**src/rtl/btn_pkg.sv**
```systemverilog
`default_nettype none
// ============================================================================
// Package : btn_pkg
// Shared state encoding, button indices and helpers for the pushbutton
// conditioner.
// Rev     : 1.0
// ============================================================================
package btn_pkg;

  localparam int NUM_BTN   = 4;
  localparam int BTN_UP    = 0;
  localparam int BTN_DOWN  = 1;
  localparam int BTN_LEFT  = 2;
  localparam int BTN_RIGHT = 3;

  typedef enum logic [1:0] {
    IDLE        = 2'd0,
    DEB_PRESS   = 2'd1,
    HELD        = 2'd2,
    DEB_RELEASE = 2'd3
  } btn_state_t;

  function automatic int btn_max(input int a, input int b);
    return (a > b) ? a : b;
  endfunction

endpackage
`default_nettype wire

```
**src/rtl/button_conditioner_if.sv**
```systemverilog
`default_nettype none
// ============================================================================
// Interface : button_conditioner_if
// Raw button inputs and conditioned level/pulse/move outputs, one bit per
// button.
// Rev       : 1.0
// ============================================================================
interface button_conditioner_if;
  import btn_pkg::*;

  logic [NUM_BTN-1:0] btn_raw;
  logic [NUM_BTN-1:0] btn_level;
  logic [NUM_BTN-1:0] btn_press;
  logic [NUM_BTN-1:0] btn_release;
  logic [NUM_BTN-1:0] btn_move;

  modport master (
    output btn_raw,
    input  btn_level, btn_press, btn_release, btn_move
  );

  modport slave (
    input  btn_raw,
    output btn_level, btn_press, btn_release, btn_move
  );

endinterface
`default_nettype wire

```
**src/rtl/btn_debounce_fsm.sv**
```systemverilog
`default_nettype none
// ============================================================================
// Module : btn_debounce_fsm
// One button: 2-FF synchroniser, debounce FSM, press/release pulses and
// hold-to-repeat strobe, all registered.
// Rev    : 1.0
// ============================================================================
module btn_debounce_fsm #(
  parameter int DEBOUNCE_CYCLES = 1_000_000,
  parameter int REPEAT_DELAY    = 50_000_000,
  parameter int REPEAT_PERIOD   = 1_666_667
) (
  input  wire logic clk,
  input  wire logic rst_n,
  input  wire logic i_btn_raw,
  output logic      o_level,
  output logic      o_press,
  output logic      o_release,
  output logic      o_move_pre
);
  import btn_pkg::*;

  localparam int c_CNT_W = $clog2(DEBOUNCE_CYCLES);
  localparam int c_RPT_W = $clog2(btn_max(REPEAT_DELAY, REPEAT_PERIOD) + 1);
  localparam logic [c_CNT_W-1:0] c_CNT_LAST   = c_CNT_W'(DEBOUNCE_CYCLES - 1);
  localparam logic [c_RPT_W-1:0] c_RPT_DELAY  = c_RPT_W'(REPEAT_DELAY);
  localparam logic [c_RPT_W-1:0] c_RPT_PERIOD = c_RPT_W'(REPEAT_PERIOD);

  logic               r_meta, r_sync;
  btn_state_t         r_state, w_state_next;
  logic [c_CNT_W-1:0] r_cnt, w_cnt_next, w_cnt_inc;
  logic [c_RPT_W-1:0] r_rpt, w_rpt_next, w_rpt_inc, w_rpt_target;
  logic               r_rep, w_rep_next;
  logic               r_level, w_level_next;
  logic               r_press, w_press_next;
  logic               r_release, w_release_next;
  logic               r_move, w_move_next;
  logic               w_cnt_done;

  always_ff @(posedge clk) begin
    if (!rst_n) begin
      r_meta    <= 1'b0;
      r_sync    <= 1'b0;
      r_state   <= IDLE;
      r_cnt     <= '0;
      r_rpt     <= '0;
      r_rep     <= 1'b0;
      r_level   <= 1'b0;
      r_press   <= 1'b0;
      r_release <= 1'b0;
      r_move    <= 1'b0;
    end else begin
      r_meta    <= i_btn_raw;
      r_sync    <= r_meta;
      r_state   <= w_state_next;
      r_cnt     <= w_cnt_next;
      r_rpt     <= w_rpt_next;
      r_rep     <= w_rep_next;
      r_level   <= w_level_next;
      r_press   <= w_press_next;
      r_release <= w_release_next;
      r_move    <= w_move_next;
    end
  end

  assign w_cnt_done = (r_cnt == c_CNT_LAST);

  always_comb begin
    w_state_next = r_state;
    case (r_state)
      IDLE:        if (r_sync) w_state_next = DEB_PRESS;
      DEB_PRESS:   if (!r_sync) w_state_next = IDLE;
                   else if (w_cnt_done) w_state_next = HELD;
      HELD:        if (!r_sync) w_state_next = DEB_RELEASE;
      DEB_RELEASE: if (r_sync) w_state_next = HELD;
                   else if (w_cnt_done) w_state_next = IDLE;
      default:     w_state_next = IDLE;
    endcase
  end

  // rpt counts toward REPEAT_DELAY first, then toward REPEAT_PERIOD after each strobe
  always_comb begin
    w_cnt_inc      = w_cnt_done ? r_cnt : r_cnt + c_CNT_W'(1);
    w_rpt_inc      = (r_rpt == '1) ? r_rpt : r_rpt + c_RPT_W'(1);
    w_rpt_target   = r_rep ? c_RPT_PERIOD : c_RPT_DELAY;
    w_cnt_next     = r_cnt;
    w_rpt_next     = r_rpt;
    w_rep_next     = r_rep;
    w_level_next   = r_level;
    w_press_next   = 1'b0;
    w_release_next = 1'b0;
    w_move_next    = 1'b0;
    case (r_state)
      IDLE: begin
        if (r_sync) w_cnt_next = c_CNT_W'(1);
      end
      DEB_PRESS: begin
        if (!r_sync) begin
          w_cnt_next = '0;
        end else if (w_cnt_done) begin
          w_cnt_next   = '0;
          w_rpt_next   = '0;
          w_rep_next   = 1'b0;
          w_level_next = 1'b1;
          w_press_next = 1'b1;
          w_move_next  = 1'b1;
        end else begin
          w_cnt_next = w_cnt_inc;
        end
      end
      HELD: begin
        if (!r_sync) begin
          w_cnt_next = c_CNT_W'(1);
        end else if (w_rpt_inc >= w_rpt_target) begin
          w_rpt_next  = '0;
          w_rep_next  = 1'b1;
          w_move_next = 1'b1;
        end else begin
          w_rpt_next = w_rpt_inc;
        end
      end
      DEB_RELEASE: begin
        if (r_sync) begin
          w_cnt_next = '0;
        end else if (w_cnt_done) begin
          w_cnt_next     = '0;
          w_level_next   = 1'b0;
          w_release_next = 1'b1;
        end else begin
          w_cnt_next = w_cnt_inc;
        end
      end
      default: w_cnt_next = '0;
    endcase
  end

  assign o_level    = r_level;
  assign o_press    = r_press;
  assign o_release  = r_release;
  assign o_move_pre = r_move;

endmodule
`default_nettype wire

```
**src/rtl/button_conditioner.sv**
```systemverilog
`default_nettype none
// ============================================================================
// Module : button_conditioner
// Conditions four raw pushbuttons into debounced levels, press/release pulses
// and opposite-direction-cancelled move strobes.
// Rev    : 1.0
// ============================================================================
module button_conditioner #(
  parameter int DEBOUNCE_CYCLES = 1_000_000,
  parameter int REPEAT_DELAY    = 50_000_000,
  parameter int REPEAT_PERIOD   = 1_666_667
) (
  input  wire logic           clk,
  input  wire logic           rst_n,
  button_conditioner_if.slave bus
);
  import btn_pkg::*;

  logic [NUM_BTN-1:0] w_level, w_press, w_release, w_move_pre, w_move_cancel;
  logic [NUM_BTN-1:0] r_level, r_press, r_release, r_move;

  for (genvar g = 0; g < NUM_BTN; g++) begin : g_btn
    btn_debounce_fsm #(
      .DEBOUNCE_CYCLES (DEBOUNCE_CYCLES),
      .REPEAT_DELAY    (REPEAT_DELAY),
      .REPEAT_PERIOD   (REPEAT_PERIOD)
    ) u_fsm (
      .clk        (clk),
      .rst_n      (rst_n),
      .i_btn_raw  (bus.btn_raw[g]),
      .o_level    (w_level[g]),
      .o_press    (w_press[g]),
      .o_release  (w_release[g]),
      .o_move_pre (w_move_pre[g])
    );
  end

  always_comb begin
    w_move_cancel = w_move_pre;
    if (w_move_pre[BTN_UP] && w_move_pre[BTN_DOWN]) begin
      w_move_cancel[BTN_UP]   = 1'b0;
      w_move_cancel[BTN_DOWN] = 1'b0;
    end
    if (w_move_pre[BTN_LEFT] && w_move_pre[BTN_RIGHT]) begin
      w_move_cancel[BTN_LEFT]  = 1'b0;
      w_move_cancel[BTN_RIGHT] = 1'b0;
    end
  end

  // level/press/release ride through the same stage as move to stay aligned
  always_ff @(posedge clk) begin
    if (!rst_n) begin
      r_level   <= '0;
      r_press   <= '0;
      r_release <= '0;
      r_move    <= '0;
    end else begin
      r_level   <= w_level;
      r_press   <= w_press;
      r_release <= w_release;
      r_move    <= w_move_cancel;
    end
  end

  assign bus.btn_level   = r_level;
  assign bus.btn_press   = r_press;
  assign bus.btn_release = r_release;
  assign bus.btn_move    = r_move;

endmodule
`default_nettype wire
```
**src/flat_wrapper.sv**
```systemverilog
// flat-port wrapper written by rule: the top's interface ports become plain ports
module button_conditioner_flat import btn_pkg::*;
#(
  parameter int DEBOUNCE_CYCLES = 1_000_000,
  parameter int REPEAT_DELAY    = 50_000_000,
  parameter int REPEAT_PERIOD   = 1_666_667
)
  (clk, rst_n, bus_btn_raw, bus_btn_level, bus_btn_press, bus_btn_release, bus_btn_move);
  button_conditioner_if bus_i ();
  input  wire logic clk;
  input  wire logic rst_n;
  input wire logic [$bits(bus_i.btn_raw)-1:0] bus_btn_raw;
  output wire logic [$bits(bus_i.btn_level)-1:0] bus_btn_level;
  output wire logic [$bits(bus_i.btn_press)-1:0] bus_btn_press;
  output wire logic [$bits(bus_i.btn_release)-1:0] bus_btn_release;
  output wire logic [$bits(bus_i.btn_move)-1:0] bus_btn_move;
  assign bus_i.btn_raw = bus_btn_raw;
  assign bus_btn_level = bus_i.btn_level;
  assign bus_btn_press = bus_i.btn_press;
  assign bus_btn_release = bus_i.btn_release;
  assign bus_btn_move = bus_i.btn_move;
  button_conditioner #(.DEBOUNCE_CYCLES(DEBOUNCE_CYCLES), .REPEAT_DELAY(REPEAT_DELAY), .REPEAT_PERIOD(REPEAT_PERIOD)) u_core (.clk(clk), .rst_n(rst_n), .bus(bus_i));
endmodule
```
**config.mk**
```make
export PLATFORM = sky130hd
export DESIGN_NAME = button_conditioner_flat
export DESIGN_NICKNAME = d
export VERILOG_FILES = /design/src/rtl/btn_pkg.sv /design/src/rtl/button_conditioner_if.sv /design/src/rtl/btn_debounce_fsm.sv /design/src/rtl/button_conditioner.sv /design/src/flat_wrapper.sv
export SDC_FILE = /design/constraint.sdc
export NUM_CORES = 1
export LEC_CHECK = 0
export CAP_MARGIN = 20
export CORE_ASPECT_RATIO = 0.75
export CORE_MARGIN = 1.5
export CORE_UTILIZATION = 58
export DETAILED_ROUTE_END_ITERATION = 16
export PLACE_DENSITY = 0.83
export SYNTH_ARGS = -nofsm -noshare
export SYNTH_HDL_FRONTEND = slang
export SYNTH_HIERARCHICAL = 1
export SYNTH_SLANG_ARGS = --single-unit
```
**constraint.sdc**
```tcl
create_clock -name clk -period 4.4 [get_ports clk]
set_input_delay 0.88 -clock clk [delete_from_list [all_inputs] [get_ports clk]]
set_output_delay 0.88 -clock clk [all_outputs]
set_load 0.02 [all_outputs]
```
### Yosys cells after proc, flatten, opt, wreduce, memory -nomap -nowiden

Cells that the tools add are included.

| word-level totals | value |
|---|---|
| flip-flop bits (word level) | 236 |
| bits of input ports | 6 |
| output and inout port bits | 16 |
| word-level logic and storage cells | 302 |

| operators by class | value |
|---|---|
| $add $sub $neg | 8 |
| $lt $le $gt $ge | 4 |
| equality and inequality tests | 60 |
| mux-type cells | 136 |
| bitwise logic cells | 5 |
| reduce and logical (&&, ||, !) cells | 44 |

Operator list:

| kind | count |
|---|---|
| 26-bit 2-to-1 mux | 24 |
| 20-bit 2-to-1 mux | 20 |
| 20-bit one-hot mux with 4 select lines | 4 |
| 26-bit one-hot mux with 2 select lines | 4 |
| 26-bit by 1-bit adder with 26-bit output (second input constant) | 4 |
| 26-bit == test (second input constant) | 4 |
| 26-bit greater-or-equal comparator | 4 |
| 20-bit by 1-bit adder with 20-bit output (second input constant) | 4 |
| 20-bit == test (second input constant) | 4 |
| 2-bit inequality test (second input constant) | 32 |
| 2-bit 2-to-1 mux | 24 |
| 1-bit 2-to-1 mux | 44 |
| 5-bit AND reduction | 8 |
| 2-bit one-hot mux with 4 select lines | 4 |
| 4-bit AND reduction | 8 |
| 3-bit inequality test (second input constant) | 8 |
| 1-bit one-hot mux with 2 select lines | 12 |
| 2-bit == test (second input constant) | 8 |
| 2-bit AND reduction | 8 |
| 2-bit nonzero test | 8 |
| 3-bit OR reduction | 4 |
| 2-bit by 1-bit == test with 1-bit output (second input constant) | 4 |
| 2-bit logical NOT | 4 |
| 1-bit NOT | 5 |
| other kinds (2) | 4 |

### Logic depth before layout (Yosys ltp)

| depth | value |
|---|---|
| word-level depth | 6 |
| mapped depth | 18 |
| depth with buffers taken out | 17 |

### Hierarchy

Netlist, hierarchy kept.

By module, submodules not included:

| module | times used | cells each | area an instance (um^2) | seq. area each (um^2) |
|---|---|---|---|---|
| btn_debounce_fsm (u_core.g_btn[0].u_fsm ...) | 2 | 478 | 3833.7 | 1101.1 |
| btn_debounce_fsm (u_core.g_btn[3].u_fsm) | 1 | 480 | 3753.6 | 1101.1 |
| btn_debounce_fsm (u_core.g_btn[1].u_fsm) | 1 | 457 | 3554.7 | 1101.1 |
| button_conditioner | 1 | 33 | 456.7 | 320.3 |

### Worst setup path before layout

Ideal clock, no wire load.

| timing path | value |
|---|---|
| path kind | reg2reg |
| start point | reg u_core.g_btn[0].u_fsm.r_rpt[8] |
| end point | reg u_core.g_btn[0].u_fsm.r_rpt[4] |
| setup time | 0.072 ns |
| arrival time | 4.054 ns |
| data required time | 4.328 ns |
| setup slack | 0.275 ns |
| stages on the path, launching flop included | 18 |
| buffers on the path | 2 |
| period minus slack after synthesis | 4.125 ns |
| cell sequence | dfxtp_1 -> buf_2 -> nand3_4 -> or4_1 -> buf_2 -> o31ai_1 -> nor2_1 -> xnor2_1 -> ha_1 -> a21oi_1 -> inv_1 -> o31a_1 -> a2111oi_0 -> a311oi_2 -> or4_4 -> a21oi_4 -> or2b_1 -> mux2i_1 |

| on the way | value |
|---|---|
| cells in the longest elaborated chain, start to end | 6 |
| elaborated cells between the ends (all ways) | 7 |
| those cells by class | add/sub (1); order compare (1); eq/ne (1); mux (4) |

RTL lines:

| item | line | text |
|---|---|---|
| start: declaration | btn_debounce_fsm.sv:32 | `logic [c_RPT_W-1:0] r_rpt, w_rpt_next, w_rpt_inc, w_rpt_target;` |
| start signal: assignment | btn_debounce_fsm.sv:57 | `r_rpt <= w_rpt_next;` |
| 26-bit by 1-bit adder with 26-bit output or 26-bit == test (tied branches) | btn_debounce_fsm.sv:84 | `w_rpt_inc = (r_rpt == '1) ? r_rpt : r_rpt + c_RPT_W'(1);` |
| 26-bit 2-to-1 mux (*) | btn_debounce_fsm.sv:84 |  |
| 26-bit greater-or-equal comparator | btn_debounce_fsm.sv:114 | `end else if (w_rpt_inc >= w_rpt_target) begin` |
| 26-bit 2-to-1 mux (*) | btn_debounce_fsm.sv:114 |  |
| 26-bit 2-to-1 mux (*) | btn_debounce_fsm.sv:112 | `if (!r_sync) begin` |
| 26-bit one-hot mux with 2 select lines (*) | btn_debounce_fsm.sv:93 | `case (r_state)` |

Every way passes the cells marked *; elsewhere a longest branch is shown, timed or not. The select of a mux whose other input is x is not followed.
A chain may end at the register's enable or synchronous reset.

### Worst setup path after layout

| timing path | value |
|---|---|
| start point | reg u_core.g_btn[0].u_fsm.r_rpt[0] |
| end point | reg u_core.g_btn[0].u_fsm.r_rpt[4] |

Same word-level chain as after synthesis.

==> flow_summary.json <==
{
  "clk_pin_slew_ns": 0.06,
  "overflow": 0,
  "largest_register_ffs": 104,
  "critPathCaptureType": "flop",
  "start_kind": "flop",
  "yosys.cell_types.count": 97,
  "r2r-end": "u_core/g_btn[0].u_fsm/r_rpt[4]",
  "maxSlewViolCount": 0,
  "switchingPower_mw": 1.11,
  "status": "completed",
  "setup_slack_ns": 0.142,
  "r2r_setup_slack_ns": 0.14,
  "synth_area_leaders": "dfxtp_1 31%, ha_1 7.5%, nand2_1 5.3%",
  "sw_frac_of_total": 0.235,
  "grt_pass1_wl_um": 65200,
  "fmax_mhz": 235,
  "vias": 15000,
  "layout-drive-gt1-share": 0.126,
  "track_usage": 0.280,
  "arrival_ns": 4.72,
  "clock-sinks": 236,
  "rr_startpoint": "u_core/g_btn[0].u_fsm/r_rpt[0]",
  "die_h_um": 144,
  "reg_top3": "u_core/g_btn.u_fsm/r_rpt x104, u_core/g_btn.u_fsm/r_cnt x80",
  "die_area_um2": 27600,
  "synth_flop_cell": "dfxtp_1",
  "hold_buffers": 0,
  "min_from": "u_core/g_btn[1].u_fsm/o_release",
  "finalNetCount": 2072,
  "pre_cts_slack_ns": -0.0827,
  "coreArea_um2": 26000,
  "dr.pass1.iters": 6,
  "yosysWarnings": 6,
  "ys_seq_elements": 236,
  "cts_buffer_depth": 3,
  "timing.final.crit_share": 0.968,
  "cts_max_level": 1,
  "max-slew-margin-rel": 0.454,
  "post-synth-top-count-cell": "dfxtp_1",
  "worstPathRequired_ns": 4.86,
  "num-fill-cells": 2122,
  "synthTopCellsByCount": "236 x dfxtp_1, 219 x nand2_1, 204 x nor2_1",
  "cp_max_fo": 5,
  "antennaDiodeCount": 0,
  "async_reset_ff_frac": 0,
  "wire_per_inst_um": 17.1,
  "io_pins": 22,
  "drv_cap": 0,
  "syn_area_per_cell_um2": 8.01,
  "power_frac_comb": 0.047,
  "hpwl_um": 27500,
  "p_per_area_nw_per_um2": 272,
  "drt_wl_total_um": 40000,
  "cts_root_buffer": "clkbuf_16",
  "crit_type": "reg -> reg",
  "dieWidth_um": 191,
  "pwr-share-seq": 0.461,
  "syn_nets": 2024,
  "ys_seq_area_frac": 0.306,
  "grt_max_degree": 51,
  "cts_tree": "done",
  "finalClockSkew_ns": 0.00961,
  "rows": 51,
  "cts_made_buffers": 26,
  "power.internal_mw": 3.61,
  "fin_setup_tns_ns": 0,
  "tightestPinTransition_ns": 0.811,
  "grt_pass1_vias": 13600,
  "top_register": "u_core/g_btn.u_fsm/r_rpt",
  "fin_crit_ns": 4.26,
  "area_delta_synth_final_pct": 12.3,
  "drtIter0Drc": 1373,
  "hold_viol_final": 0,
  "synth_area_um2": 15400,
  "gp_congestion": 0.966,
  "drc": 0,
  "setup_viol": 0,
  "syn_inst": 1926,
  "ir_drop_mv": 0.258,
  "p_clk_frac": 0.492,
  "avgViaCountPerCell": 6.41,
  "total_leakage_power_nw": 6.84,
  "clock_latency_ns": 0.53,
  "synth_edf_count": 0,
  "antenna_found_initial": 0,
  "start_util": 0.593,
  "hold_depth": 1,
  "rr_worst_depth": 17,
  "ant_nets": 0,
  "port_buffers": 21,
  "synth_top_area_share": 0.306,
  "synth_top_area_cell": "dfxtp_1",
  "worstHoldEndpoint": "u_core/bus.btn_release[1]",
  "hp-class": "reg -> reg"
}
-- critical path: stages (launching register included) --
cell,delay [ns]
dfxtp_1,0.45
ha_4,0.21
nand4_4,0.14
nor4_4,0.37
a21oi_1,0.14
nand2_1,0.11
xnor2_1,0.15
ha_1,0.29
a21oi_1,0.21
inv_1,0.08
o31a_1,0.26
a2111oi_2,0.44
a311oi_2,0.21
or4_4,0.51
a21oi_4,0.22
buf_4,0.17
a21oi_1,0.06
mux2i_1,0.15
-- logic make-up after synthesis --
group	count (synthesis)	synth area share
xor+xnor	73	0.0414
flops	236	0.306
simple gates	879	0.305
mux	18	0.0127
compound gates	489	0.218
buf+inv	139	0.0424
fa+ha+maj	92	0.0746
-- what timing repair did --
action	CTS	global route
pin swaps	0	7
buffers inserted	0	6
endpoints found under the hold margin	0	0
resized for setup	4	24
gates cloned	0	1
setup endpoints to repair	19	76
-- metal layers --
layer	track usage	routed length [µm]
met3	0.0437	2700
met1	0.396	18900
met4	0.0802	906
met5	0	0
met2	0.441	17500
-- final cells by class --
class / count / area (µm²) / share of cell area
sequential: 236 / 4730 / 0.273
clock buffer: 33 / 718 / 0.0414
timing repair buffer: 108 / 883 / 0.0510
inverter: 50 / 188 / 0.0108
tap: 344 / 430 / 0.0248
multi-input combinational: 1552 / 10200 / 0.588
clock inverter: 14 / 194 / 0.0112
-- worst max path at each step --
stage,startpoint,endpoint,slack [ns],cells after the start
2_1_floorplan,u_core/g_btn[0].u_fsm/r_rpt[8],u_core/g_btn[0].u_fsm/r_rpt[4],0.27,17
3_3_place_gp,u_core/g_btn[2].u_fsm/r_rpt[12],u_core/g_btn[2].u_fsm/r_rpt[13],0.11,15
3_5_place_dp,u_core/g_btn[2].u_fsm/r_rpt[14],u_core/g_btn[2].u_fsm/r_rpt[14],-0.08,15
4_1_cts,u_core/g_btn[2].u_fsm/r_rpt[12],u_core/g_btn[2].u_fsm/r_rpt[14],0.02,16
5_1_grt,u_core/g_btn[0].u_fsm/r_rpt[0],u_core/g_btn[0].u_fsm/r_rpt[4],-0.05,17
6_report,u_core/g_btn[0].u_fsm/r_rpt[0],u_core/g_btn[0].u_fsm/r_rpt[4],0.14,17
-- power groups by stage --
stage	clock network [mW]	logic, mW	registers [mW]
after floorplan	0	0.163	2.21
after global placement	0	0.208	2.22
after detailed placement	0	0.216	2.22
after CTS	2.37	0.218	2.17
after global routing	2.45	0.248	2.17
final	2.32	0.222	2.17
-- per-stage QoR --
step | hold slack [ns] | std cells | total power, mW | util | instance area, µm²
6_report | 0.435 | 2337 | 4.72 | 0.666 | 17300
3_3_place_gp | 0.417 | 2283 | 2.43 | 0.624 | 16200
2_1_floorplan | 0.412 | 1926 | 2.38 | - | 15400
3_5_place_dp | 0.420 | 2283 | 2.44 | 0.624 | 16200
5_1_grt | 0.442 | 2337 | 4.87 | 0.666 | 17300
4_1_cts | 0.437 | 2330 | 4.76 | 0.659 | 17200
-- placed cells by master (no fill, tap or decap), types with 34 or more instances in the layout --
cell,count
dfxtp_1,232
nand2_1,219
nor2_1,203
a21oi_1,139
ha_1,90
buf_4,85
o21ai_0,81
nand3_1,69
nor3_1,57
and2_1,53
inv_1,47
and3_1,46
xnor2_1,45
nand4_1,40
a31oi_1,34
No activity file was read; power rests on OpenSTA's default activity.
